--- config.mk ---
export PLATFORM = sky130hd
export DESIGN_NAME = output_unit
export DESIGN_NICKNAME = d
export VERILOG_FILES = /design/src/rtl/output_unit.sv
export SDC_FILE = /design/constraint.sdc
export NUM_CORES = 1
export LEC_CHECK = 0
export CORE_MARGIN = 5
export CORE_UTILIZATION = 40
export CTS_BUF_LIST = sky130_fd_sc_hd__clkbuf_2 sky130_fd_sc_hd__clkbuf_4 sky130_fd_sc_hd__clkbuf_8
export CTS_CLUSTER_SIZE = 14
export DETAILED_ROUTE_END_ITERATION = 8
export PLACE_DENSITY_LB_ADDON = 0.3
export REMOVE_ABC_BUFFERS = 1
export SYNTH_ARGS = -nofsm -noshare
export SYNTH_HDL_FRONTEND = slang
export SYNTH_SLANG_ARGS = --single-unit
--- constraint.sdc ---
create_clock -name clk -period 3 [get_ports clk]
set_clock_uncertainty 0.05 [all_clocks]
set_input_delay 0.75 -clock clk [delete_from_list [all_inputs] [get_ports clk]]
set_output_delay 0.75 -clock clk [all_outputs]
set_load 0.01 [all_outputs]
--- src/rtl/output_unit.sv ---
// output_unit: result display path of the calculator.
// Takes an 8-bit two's-complement result and converts it to sign-magnitude.
// A sequential double-dabble engine (one iteration per clock) turns the
// magnitude into three BCD digits. The result drives a 4-digit multiplexed
// common-anode 7-segment display in the order sign, hundreds, tens, ones.
// An error request replaces the number with "Err".
//
// Handshake: a load is accepted only at a rising edge where load=1 and busy=0.
// TS and err are sampled at that same edge, and busy rises on it. Any load
// seen while busy=1 is dropped and is not queued. Exactly nine edges after
// acceptance, done pulses high for one cycle and busy falls on that same edge.
// The unit is then idle, so a load held high during the done cycle is accepted.
module output_unit #(
    parameter int REFRESH_DIV = 50000
) (
    input  logic       clk,
    input  logic       rst,
    input  logic [7:0] TS,
    input  logic       load,
    input  logic       err,
    output logic       busy,
    output logic       done,
    output logic [6:0] seg,
    output logic [3:0] an
);

    localparam int CW = (REFRESH_DIV > 1) ? $clog2(REFRESH_DIV) : 1;

    // Symbol codes held in the display registers; 0..9 are the decimal digits.
    localparam logic [3:0] SYM_ZERO  = 4'd0;
    localparam logic [3:0] SYM_MINUS = 4'd10;
    localparam logic [3:0] SYM_BLANK = 4'd11;
    localparam logic [3:0] SYM_E     = 4'd12;
    localparam logic [3:0] SYM_R     = 4'd13;

    typedef enum logic [1:0] {
        IDLE = 2'd0,
        CONV = 2'd1,
        UPD  = 2'd2
    } state_t;

    state_t          state;
    logic            neg;
    logic            err_flag;
    logic [7:0]      mag;
    logic [11:0]     bcd;
    logic [2:0]      iter;
    logic [3:0][3:0] disp;       // disp[3] = sign position, disp[0] = ones
    logic [CW-1:0]   scan_cnt;
    logic [1:0]      digit_idx;

    logic [11:0]     bcd_adj;
    logic [11:0]     bcd_next;
    logic [7:0]      mag_next;
    logic [3:0][3:0] disp_next;
    logic [3:0]      sym;

    // One double-dabble step: add 3 to each nibble >= 5, then shift {bcd, mag} left by one.
    always_comb begin
        bcd_adj = bcd;
        for (int i = 0; i < 3; i++) begin
            if (bcd[i*4 +: 4] >= 4'd5) begin
                bcd_adj[i*4 +: 4] = bcd[i*4 +: 4] + 4'd3;
            end
        end
        bcd_next = {bcd_adj[10:0], mag[7]};
        mag_next = {mag[6:0], 1'b0};
    end

    // Compose the display symbols from the finished BCD value with leading-zero blanking.
    // A negative input always has a non-zero magnitude (0x80 becomes 128), so neg alone selects the minus sign.
    always_comb begin
        disp_next = {SYM_BLANK, SYM_BLANK, SYM_BLANK, SYM_ZERO};
        if (err_flag) begin
            disp_next = {SYM_BLANK, SYM_E, SYM_R, SYM_R};
        end else begin
            disp_next[3] = neg ? SYM_MINUS : SYM_BLANK;
            disp_next[2] = (bcd[11:8] == 4'd0) ? SYM_BLANK : bcd[11:8];
            disp_next[1] = ((bcd[11:8] == 4'd0) && (bcd[7:4] == 4'd0)) ? SYM_BLANK : bcd[7:4];
            disp_next[0] = bcd[3:0];
        end
    end

    // Control FSM: capture on load, run eight conversion steps, then publish to the display.
    always_ff @(posedge clk) begin
        if (!rst) begin
            state    <= IDLE;
            busy     <= 1'b0;
            done     <= 1'b0;
            neg      <= 1'b0;
            err_flag <= 1'b0;
            mag      <= 8'd0;
            bcd      <= 12'd0;
            iter     <= 3'd0;
            disp     <= {SYM_BLANK, SYM_BLANK, SYM_BLANK, SYM_ZERO};
        end else begin
            done <= 1'b0;
            case (state)
                IDLE: begin
                    if (load) begin
                        neg      <= TS[7];
                        err_flag <= err;
                        mag      <= TS[7] ? (~TS + 8'd1) : TS;
                        bcd      <= 12'd0;
                        iter     <= 3'd0;
                        busy     <= 1'b1;
                        state    <= CONV;
                    end
                end
                CONV: begin
                    bcd  <= bcd_next;
                    mag  <= mag_next;
                    iter <= iter + 3'd1;
                    if (iter == 3'd7) begin
                        state <= UPD;
                    end
                end
                UPD: begin
                    disp  <= disp_next;
                    done  <= 1'b1;
                    busy  <= 1'b0;
                    state <= IDLE;
                end
                default: begin
                    state <= IDLE;
                    busy  <= 1'b0;
                end
            endcase
        end
    end

    // Free-running scan: hold each digit for REFRESH_DIV clocks, then step to the next digit.
    always_ff @(posedge clk) begin
        if (!rst) begin
            scan_cnt  <= '0;
            digit_idx <= 2'd0;
        end else if (scan_cnt == CW'(REFRESH_DIV - 1)) begin
            scan_cnt  <= '0;
            digit_idx <= digit_idx + 2'd1;
        end else begin
            scan_cnt <= scan_cnt + 1'b1;
        end
    end

    // Decode the selected display register to active-low segments {g,f,e,d,c,b,a}.
    always_comb begin
        sym = disp[digit_idx];
        an  = ~(4'b0001 << digit_idx);
        case (sym)
            4'd0:      seg = 7'b1000000;
            4'd1:      seg = 7'b1111001;
            4'd2:      seg = 7'b0100100;
            4'd3:      seg = 7'b0110000;
            4'd4:      seg = 7'b0011001;
            4'd5:      seg = 7'b0010010;
            4'd6:      seg = 7'b0000010;
            4'd7:      seg = 7'b1111000;
            4'd8:      seg = 7'b0000000;
            4'd9:      seg = 7'b0010000;
            SYM_MINUS: seg = 7'b0111111;
            SYM_E:     seg = 7'b0000110;
            SYM_R:     seg = 7'b0101111;
            default:   seg = 7'b1111111;
        endcase
    end

endmodule

* Word-level counts from Yosys, hierarchy flattened
Memory sizes are Yosys's and may differ from the RTL's. Index checks and enable logic that the tools add are counted.
Cells by class: add/subtract/negate cells 7, order comparisons 4, equal/unequal tests 6, shift operators 1, multiplexer cells 22, bitwise gates (word level) 4, reduce and logical (&&, ||, !) cells 10
Operator list (number):
- $pmux 12 s2 | 1
- $mux 4 | 5
- $add 16x1->16 const B | 1
- $eq 16x16->1 const B | 1
- $mux 8 | 2
- $pmux 8 s2 | 1
- $mux 13 | 1
- $ge 4x3->1 const B | 3
- $mux 12 | 1
- $add 4x2->4 const B | 2
- $add 8x1->8 const B | 1
- $bmux 4 s2 | 1
- $logic_not 4->1 | 2
- $not 8->8 | 1
- $reduce_and 2->1 | 4
- $mux 3 | 2
- $pmux 3 s2 | 1
- $mux 2 | 2
- $ne 2x2->1 const B | 2
- $not 4->4 | 1
- $pmux 2 s2 | 1
- $shl 1x2->4 const A | 1
- $add 3x1->3 const B | 1
- $add 3x2->3 const B | 1
- other kinds (12) | 15
Storage, ports and cells: bits in registers 63, ROM bits 112, input bits 12, output and inout port bits 13, logic and storage cells 69, memories kept 1
Memories:
- (no name shown) | depth 16, bits a word 7, rd ports 1, clocked after memory_dff 0, wr ports 0, RTL line 149 | case (sym)

* Depth between registers and ports, before layout
Gate-level depths: netlist of run 1.
word-level depth 5, gate-level depth with buffers 8, gate-level depth less buffers 7

* Worst setup path after synthesis of run 1
Ideal clock, no wire load.
path type reg-to-output, start point reg digit_idx[0], end point out seg[3], arrival time 1804 ps, required time 2200 ps, path slack 396 ps, stages on the path, launching flop included 8, path buffers 1, cell sequence dfxtp_1 -> buf_4 -> mux4_2 -> inv_1 -> ha_1 -> nor2_1 -> a21oi_1 -> o21ai_0
Between the ends: longest elaborated chain between the ends 3
RTL lines:
- from (decl) | RTL line 50 | logic [1:0] digit_idx;
- from (signal assigned) | RTL line 139 | digit_idx <= digit_idx + 2'd1;
- $bmux 4 s2 | RTL line 147 | sym = disp[digit_idx];
- $mux 4 (implied by the code) | RTL line 147
- $mem_v2 16x7
- to (decl) | RTL line 23 | output logic [6:0] seg,
Every way passes these cells. The select of a mux whose other input is x is not followed.

* Worst setup path in the final report of run 1
start point reg digit_idx[0], end point out seg[0]
Same word-level chain as after synthesis.

==> results of run 1 <==
[metal layers]
layer / vias to the layer above / wire length [um] / global-route usage
met2: 45 / 2910 / 0.214
li1: 1364 / - / -
met3: 5 / 314 / 0.0473
met1: 1182 / 3090 / 0.175
met4: 0 / 65 / 0.0389
met5: - / 0 / 0
[cells by family (layout without fill, tap and decap cells)]
logic type | Yosys count | in the layout | share of synthesized area
flops | 60 | 60 | 0.373
xor+xnor | 24 | 24 | 0.0652
mux | 11 | 11 | 0.0388
buf+inv | 37 | 67 | 0.0501
fa+ha+maj | 20 | 20 | 0.0776
compound gates | 74 | 74 | 0.153
simple gates | 155 | 155 | 0.243
[path summary, 6_finish.rpt]
| check | cells after the start | to | slack (ns) | from |
|---|---|---|---|---|
| max | 7 | seg[0] | 0.12 | digit_idx[0] |
| max reg2reg | 5 | mag[3] | 0.96 | state[1] |
| min | 1 | scan_cnt[0] | 0.41 | scan_cnt[0] |
| min reg2reg | 1 | scan_cnt[0] | 0.41 | scan_cnt[0] |
[flip-flops by register name, indices dropped and copies added (netlist names)]
signal and count:
disp 13, mag 8, iter 3, digit_idx 2
err_flag 1, scan_cnt 16, bcd 12, neg 1
done 1, busy 1, state 2
[cells in the final DEF, fill, tap and decap left out, types with 7 or more instances in the layout]
cell and count:
inv_1 16, dfxtp_1 58, a21oi_1 11, nor3_1 18, xor2_1 12, mux2i_1 7
ha_1 18, clkbuf_8 9, o21ai_0 18, nand2_1 38, nor3b_1 9, nand3_1 18
and2_1 7, xnor2_1 12, buf_4 8, nor2_1 32, a21boi_0 16, clkdlybuf4s50_1 17
[metrics by stage]
step / instances / utilization / instance area [um2]
after floorplan: 362 / - / 3130
after global placement: 496 / 0.456 / 3560
after detailed placement: 496 / 0.456 / 3560
after CTS: 513 / 0.488 / 3810
after global routing: 513 / 0.489 / 3820
final: 513 / 0.489 / 3820
[critical path, stage by stage, from the launching register on]
cell           delay [ns]
dfxtp_2              0.35
mux4_2               0.54
inv_2                0.09
ha_2                 0.20
nand2_1              0.05
o211ai_1             0.10
o21ai_0              0.11
dlygate4sd2_1        0.29
[power groups by stage]
stage	Combinational (W)	Sequential, W	Clock, W
floorplan	0.0000632	0.000842	0
global placement	0.000115	0.000845	0
detailed placement	0.000117	0.000845	0
CTS	0.000117	0.000827	0.000894
global route	0.000131	0.000830	0.000938
finish	0.000115	0.000828	0.000872
[what timing repair did]
action | 4_1_cts | 5_1_grt
setup buffers | 1 | 0
pin swaps | 0 | 2
gates resized for setup | 15 | 8
setup endpoints to repair | 7 | 6
[cell type report]
| class | count | area share |
|---|---|---|
| inverter | 18 | 0.0177 |
| sequential | 60 | 0.315 |
| clock buffer | 9 | 0.0324 |
| multi-input combinational | 284 | 0.492 |
| timing repair buffer | 33 | 0.0786 |
| clock inverter | 7 | 0.0301 |
| tap | 102 | 0.0334 |
==> impl_metrics.py, run 1 <==
metrics = {
    "power": {
        "power_frac_comb": 0.064,
        "p_per_area_nw_per_um2": 475,
        "switching_power_w": 0.000403,
        "clkPwrFrac": 0.481,
        "ir_worst_vdd_mv": 0.305,
        "p_leak_nw": 1.43,
        "p_sw_frac": 0.222,
        "internal_power_w": 0.00141,
        "p_seq_frac": 0.456,
        "total_power_w": 0.00182,
    },
    "clocking": {
        "htree_levels": 3,
        "cts_tree": "yes",
        "path_clk_slew_ns": 0.07,
        "cts_buffer_depth": 2,
        "cts_buffers": 9,
        "cts_hold_buf": 0,
        "cts-root-buf": "clkbuf_8",
        "cts_sinks": 60,
        "clk_latency_ns": 0.34,
    },
    "timing": {
        "fin_crit_sh": 0.959,
        "fin_setup_tns_ns": 0,
        "worst_pin_slew_ns": 0.755,
        "slew_headroom": 0.497,
        "setup_slack_ns": 0.122,
        "whs_ns": 0.408,
        "setup_viol": 0,
        "finalCriticalPeriod_ns": 2.88,
        "fmaxAchievable_ghz": 0.347,
        "finalHoldViolations": 0,
        "rsz0062_at_grt": "false",
        "drv_slew": 0,
    },
    "yosys": {
        "synth-main-ff-cell": "dfxtp_1",
        "synth_area_leaders": "dfxtp_1 (37%), ha_1 (7.8%), nand2_1 (4.4%)",
        "yosysTopAreaCell": "dfxtp_1",
        "yosysTopAreaCellShare": 0.373,
        "yosysWarnings": 0,
        "yosysMostFrequentCell": "dfxtp_1",
        "ys_async_sr_fraction": 0,
        "avgSynthCellArea_um2": 8.46,
        "synth_edf_count": 0,
        "ys_seq_area_frac": 0.373,
        "synthesis.area_um2": 3220,
        "synth_commonest_cells": "dfxtp_1 (60), nand2_1 (38), nor2_1 (32), ha_1 (20)",
        "ys_ff_latch": 60,
        "netlist_instances": 381,
        "synth_cell_types": 49,
    },
    "final_layout": {
        "fillCellCount": 758,
        "fin_nets": 438,
        "multi_input_area_um2": 1880,
        "regArea_um2": 1200,
        "syn_to_final_growth_pct": 18.4,
        "antenna_cells": 0,
        "drive_above_1_share": 0.109,
    },
    "drt": {
        "vias_per_cell": 5.06,
        "dr.pass1.iters": 4,
        "vias": 2596,
        "drc": 0,
        "postRouteAntennaNets": 0,
        "wl_per_cell_um": 12.4,
        "drt_iter0_drc": 136,
        "drt-total-wl_um": 6380,
    },
    "placed_design": {
        "io_buffers": 24,
        "pre_cts_ws_ns": 0.0803,
        "place_hpwl_um": 4500,
        "routabilityCongestion": 0.792,
    },
    "worst_hold_path": {
        "hold_path_class": "flop to flop",
    },
    "worst_setup_path": {
        "crit_type": "flop to primary output",
        "required_ns": 2.20,
        "crit_fanout": 3,
        "arrival_ns": 2.08,
        "end_kind": "primary output",
        "critPathLaunchType": "flop",
    },
    "floorplanning": {
        "die_y_um": 99.8,
        "num_rows": 32,
        "start_util": 0.413,
        "die_width_um": 99.8,
        "core_um2": 7810,
        "dieArea_um2": 9960,
        "io_pins": 25,
    },
    "run_status": {
        "outcome": "completed",
    },
    "global_route": {
        "grt_max_degree": 30,
        "overflow": 0,
        "antenna_found_initial": 0,
        "grt_pass1_wl_um": 11000,
        "grt_pass1_vias": 2413,
        "grt_usage": 0.136,
    },
    "run": {
        "maxCapViolCount": 0,
    },
}
Power figures use the tool's default switching activity.
==> run 2, diff against run 1 <==
Settings changed: PLACE_DENSITY_LB_ADDON 0.3 to 0.05, SETUP_SLACK_MARGIN set to 0.1.
==> impl_metrics.py, run 2 (synthesis gave the netlist of run 1 again) <==
metrics = {
    "run_status": {
        "outcome": "completed",
    },
    "placed_design": {
        "place_hpwl_um": 4800,
        "routabilityCongestion": 0.765,
        "io_buffers": 24,
        "pre_cts_ws_ns": 0.0851,
    },
    "final_layout": {
        "reg_top3": "scan_cnt (16), disp (13), bcd (12)",
        "multi_input_area_um2": 1900,
        "regMostFlops": "scan_cnt",
        "final_common_cell": "dfxtp_1",
        "regArea_um2": 1200,
        "fillCellCount": 778,
        "antenna_cells": 0,
        "final_cell_mix": "dfxtp_1 (58), nand2_1 (38), nor2_1 (32)",
        "syn_to_final_growth_pct": 19.3,
        "fin_nets": 442,
        "drive_above_1_share": 0.123,
        "largest_reg_flops": 16,
    },
    "worst_setup_path": {
        "end_kind": "primary output",
        "slowest_delay_ns": 0.52,
        "critPathLaunchType": "flop",
        "crit_fanout": 3,
        "r2r_cells": 5,
        "r2r-end": "mag[4]",
        "cp-startpoint": "digit_idx[0]",
        "worstPathCellList": "mux4_2 > buf_4 > ha_1 > mux2i_1 > o21ai_0 > clkdlybuf4s15_1",
        "required_ns": 2.20,
        "timing.rr.start": "state[0]",
        "crit_type": "flop to primary output",
        "path_buf_inv": 2,
        "cp-endpoint": "seg[0]",
        "crit_family": "multiplexers",
        "r2r_setup_slack_ns": 0.93,
        "path_depth": 6,
        "arrival_ns": 1.98,
        "crit_slowest_cell": "mux4_2",
    },
    "global_route": {
        "grt_pass1_vias": 2486,
        "grt_max_degree": 22,
        "grt_usage": 0.144,
        "antenna_found_initial": 0,
        "overflow": 0,
        "grt_pass1_wl_um": 11700,
    },
    "power": {
        "p_per_area_nw_per_um2": 459,
        "p_leak_nw": 1.44,
        "ir_worst_vdd_mv": 0.186,
    },
    "floorplanning": {
        "io_pins": 25,
        "dieArea_um2": 9960,
        "die_width_um": 99.8,
        "start_util": 0.413,
        "num_rows": 32,
        "core_um2": 7810,
        "die_y_um": 99.8,
    },
    "clocking": {
        "clk_latency_ns": 0.33,
        "cts_buffer_depth": 2,
        "cts_tree": "yes",
        "path_clk_slew_ns": 0.07,
        "cts-root-buf": "clkbuf_8",
        "htree_levels": 3,
        "cts_buffers": 9,
        "cts_sinks": 60,
    },
    "drt": {
        "postRouteAntennaNets": 0,
        "met3_wirelength_um": 261,
        "drt_iter0_drc": 97,
        "met1_length_um": 3200,
        "dr.pass1.iters": 4,
        "vias_per_cell": 5.02,
        "wl_met2_um": 3100,
        "vias": 2594,
        "top_layer": "met4",
        "drc": 0,
        "wl_per_cell_um": 12.8,
        "drt-total-wl_um": 6640,
    },
    "timing": {
        "finalCriticalPeriod_ns": 2.78,
        "slew_headroom": 0.476,
        "fin_crit_sh": 0.926,
        "drv_slew": 0,
        "worst_pin_slew_ns": 0.786,
        "setup_slack_ns": 0.222,
        "fmaxAchievable_ghz": 0.360,
        "setup_viol": 0,
        "rsz0062_at_grt": "false",
        "fin_setup_tns_ns": 0,
        "finalHoldViolations": 0,
    },
    "worst_hold_path": {
        "hold_path_class": "flop to flop",
    },
    "run": {
        "maxCapViolCount": 0,
    },
}
[run 2: cell types whose count changed in the layout (fill, tap and decap cells not counted), moves of 2 or more]
cell             before  now
clkbuf_2              0    2
buf_4                 8   12
dlygate4sd2_1         5    2
clkdlybuf4s15_1       1    3
[run 2: area by class of cell]
type                            instances  area share
Multi-Input combinational cell        284       0.493
Sequential cell                        60       0.313
Timing Repair Buffer                   37      0.0855
Clock buffer                           10      0.0358
Tap cell                              102      0.0332
Clock inverter                          6      0.0224
Inverter                               18      0.0176
[run 2: timing repair]
item	4_1_cts	5_1_grt
cloned	0	0
hold buffers	0	0
resized for setup	18	11
setup endpoints to repair	7	7
pin swaps	1	2
setup buffers	0	1
[run 2: power by group]
part           internal, W  leakage (nW)  switching (W)
combinational    0.0000526         0.841      0.0000656
clock             0.000490         0.113       0.000329
sequential        0.000813         0.487      0.0000139
total              0.00136          1.44       0.000408
[run 2: metrics by stage]
| stage | power [W] | instances | utilization | area [um2] | hold WS, ns |
|---|---|---|---|---|---|
| 5_1_grt | 0.00185 | 517 | 0.493 | 3850 | 0.446 |
| 2_1_floorplan | 0.000905 | 362 | - | 3130 | 0.368 |
| 3_5_place_dp | 0.000967 | 500 | 0.460 | 3590 | 0.400 |
| 3_3_place_gp | 0.000965 | 500 | 0.460 | 3590 | 0.389 |
| 6_report | 0.00176 | 517 | 0.493 | 3850 | 0.407 |
| 4_1_cts | 0.00179 | 516 | 0.490 | 3820 | 0.411 |
[run 2: layer usage]
metal  up-vias  global-route usage
li1       1378                   -
met1      1168               0.182
met2        41               0.241
met3         7              0.0327
met4         0              0.0536
met5         -                   0
[run 2: worst min-delay path by stage]
stage           startpoint     endpoint  slack, ns  cells after the start
6_report       scan_cnt[0]  scan_cnt[0]       0.41                      1
5_1_grt        scan_cnt[0]  scan_cnt[0]       0.45                      1
4_1_cts        scan_cnt[0]  scan_cnt[0]       0.41                      1
3_5_place_dp   scan_cnt[0]  scan_cnt[0]       0.40                      1
3_3_place_gp   scan_cnt[0]  scan_cnt[0]       0.39                      1
2_1_floorplan  scan_cnt[0]  scan_cnt[0]       0.37                      1
==> run 3, diff against run 2 <==
Settings changed: SKIP_CTS_REPAIR_TIMING set to 1, SLEW_MARGIN set to 20.
==> impl_metrics.py, run 3 (synthesis gave the netlist of run 1 again) <==
metrics = {
    "worst_setup_path": {
        "r2r-end": "mag[4]",
        "cp-startpoint": "digit_idx[0]",
        "timing.rr.start": "state[0]",
        "r2r_cells": 5,
        "r2r_setup_slack_ns": 0.93,
        "crit_type": "flop to primary output",
        "critPathLaunchType": "flop",
        "required_ns": 2.20,
        "end_kind": "primary output",
        "crit_fanout": 3,
        "arrival_ns": 2.01,
    },
    "timing": {
        "finalHoldViolations": 0,
        "fin_crit_sh": 0.936,
        "whs_ns": 0.408,
        "setup_viol": 0,
        "worst_pin_slew_ns": 0.783,
        "slew_headroom": 0.478,
        "finalCriticalPeriod_ns": 2.81,
        "drv_slew": 0,
        "rsz0062_at_grt": "true",
        "fmaxAchievable_ghz": 0.356,
        "setup_slack_ns": 0.191,
    },
    "clocking": {
        "htree_levels": 3,
        "clk_latency_ns": 0.33,
        "cts-root-buf": "clkbuf_8",
        "cts_tree": "yes",
        "cts_buffers": 9,
        "path_clk_slew_ns": 0.07,
        "cts_buffer_depth": 2,
        "cts_sinks": 60,
    },
    "final_layout": {
        "reg_top3": "scan_cnt (16), disp (13), bcd (12)",
        "drive_above_1_share": 0.113,
        "final_common_cell": "dfxtp_1",
        "largest_reg_flops": 16,
        "fin_nets": 442,
        "regMostFlops": "scan_cnt",
        "final_area_um2": 3850,
        "syn_to_final_growth_pct": 19.5,
        "antenna_cells": 0,
        "final_cell_mix": "dfxtp_1 (58), nand2_1 (38), nor2_1 (32)",
        "fin_util": 0.494,
    },
    "floorplanning": {
        "die_y_um": 99.8,
        "start_util": 0.413,
        "die_width_um": 99.8,
        "num_rows": 32,
        "core_um2": 7810,
        "dieArea_um2": 9960,
        "io_pins": 25,
    },
    "worst_hold_path": {
        "worstHoldEndpoint": "scan_cnt[0]",
        "min_from": "scan_cnt[0]",
        "hold_path_class": "flop to flop",
        "hold_depth": 1,
    },
    "drt": {
        "vias": 2588,
        "drc": 0,
        "drt_iter0_drc": 95,
        "dr.pass1.iters": 6,
        "drt-total-wl_um": 6630,
        "wl_per_cell_um": 12.8,
        "vias_per_cell": 5.01,
        "postRouteAntennaNets": 0,
    },
    "placed_design": {
        "pre_cts_ws_ns": 0.0851,
        "place_area_um2": 3590,
        "place_hpwl_um": 4800,
        "routabilityCongestion": 0.765,
        "io_buffers": 24,
    },
    "global_route": {
        "grt_pass1_wl_um": 11700,
        "antenna_found_initial": 0,
        "grt_pass1_vias": 2459,
        "overflow": 0,
        "grt_max_degree": 22,
        "grt_usage": 0.144,
    },
    "power": {
        "ir_worst_vdd_mv": 0.186,
        "p_per_area_nw_per_um2": 458,
        "p_leak_nw": 1.53,
    },
    "run_status": {
        "outcome": "completed",
    },
    "run": {
        "maxCapViolCount": 0,
    },
}
-- run 3: changes by cell type in the layout (fill, tap and decap cells not counted), sizes merged --
cell | before | now
dlymetal6s2s | 0 | 6
clkdlybuf4s15 | 3 | 0
clkbuf | 12 | 11
dlygate4sd2 | 2 | 0
-- run 3: where the power goes --
part	switching [W]	internal, W
Clock	0.000329	0.000490
Combinational	0.0000655	0.0000526
Sequential	0.0000140	0.000813
Total	0.000408	0.00136
-- run 3: metrics by stage --
| step | cells | setup TNS, ns | power, W |
|---|---|---|---|
| after global routing | 517 | 0 | 0.00185 |
| final | 517 | 0 | 0.00176 |
| after floorplan | 362 | 0 | 0.000905 |
| after global placement | 500 | 0 | 0.000965 |
| after detailed placement | 500 | 0 | 0.000967 |
| after CTS | 516 | -1.24 | 0.00179 |
-- run 3: worst max-delay path by stage --
stage                     slack, ns      to  cells after the start
after CTS                     -0.28  seg[3]                      9
final                          0.19  seg[3]                      7
after global routing           0.06  seg[3]                      7
after floorplan                0.32  seg[3]                      6
after global placement         0.13  seg[3]                      9
after detailed placement       0.09  seg[3]                      9
-- run 3: worst max-delay path: stages (launching register included) --
cell and delay, ns:
dfxtp_2 0.34, mux4_2 0.51, inv_1 0.11, ha_2 0.28, nor2_1 0.10, a21oi_1 0.05
o21ai_0 0.13, clkbuf_2 0.15
-- run 3: area by class of cell --
cell class,instances,area (um2)
multi-input combinational,284,1880
timing repair buffer,37,352
inverter,18,67.6
clock inverter,6,86.3
tap,102,128
fill,777,3950
sequential,60,1200
clock buffer,10,138
-- run 3: routing by layer --
| layer | vias to the layer above | share of wire | global-route usage |
|---|---|---|---|
| li1 | 1376 | - | - |
| met1 | 1159 | 0.48 | 0.182 |
| met2 | 46 | 0.46 | 0.238 |
| met3 | 7 | 0.042 | 0.0327 |
| met4 | 0 | 0.012 | 0.0536 |
| met5 | - | 0 | 0 |
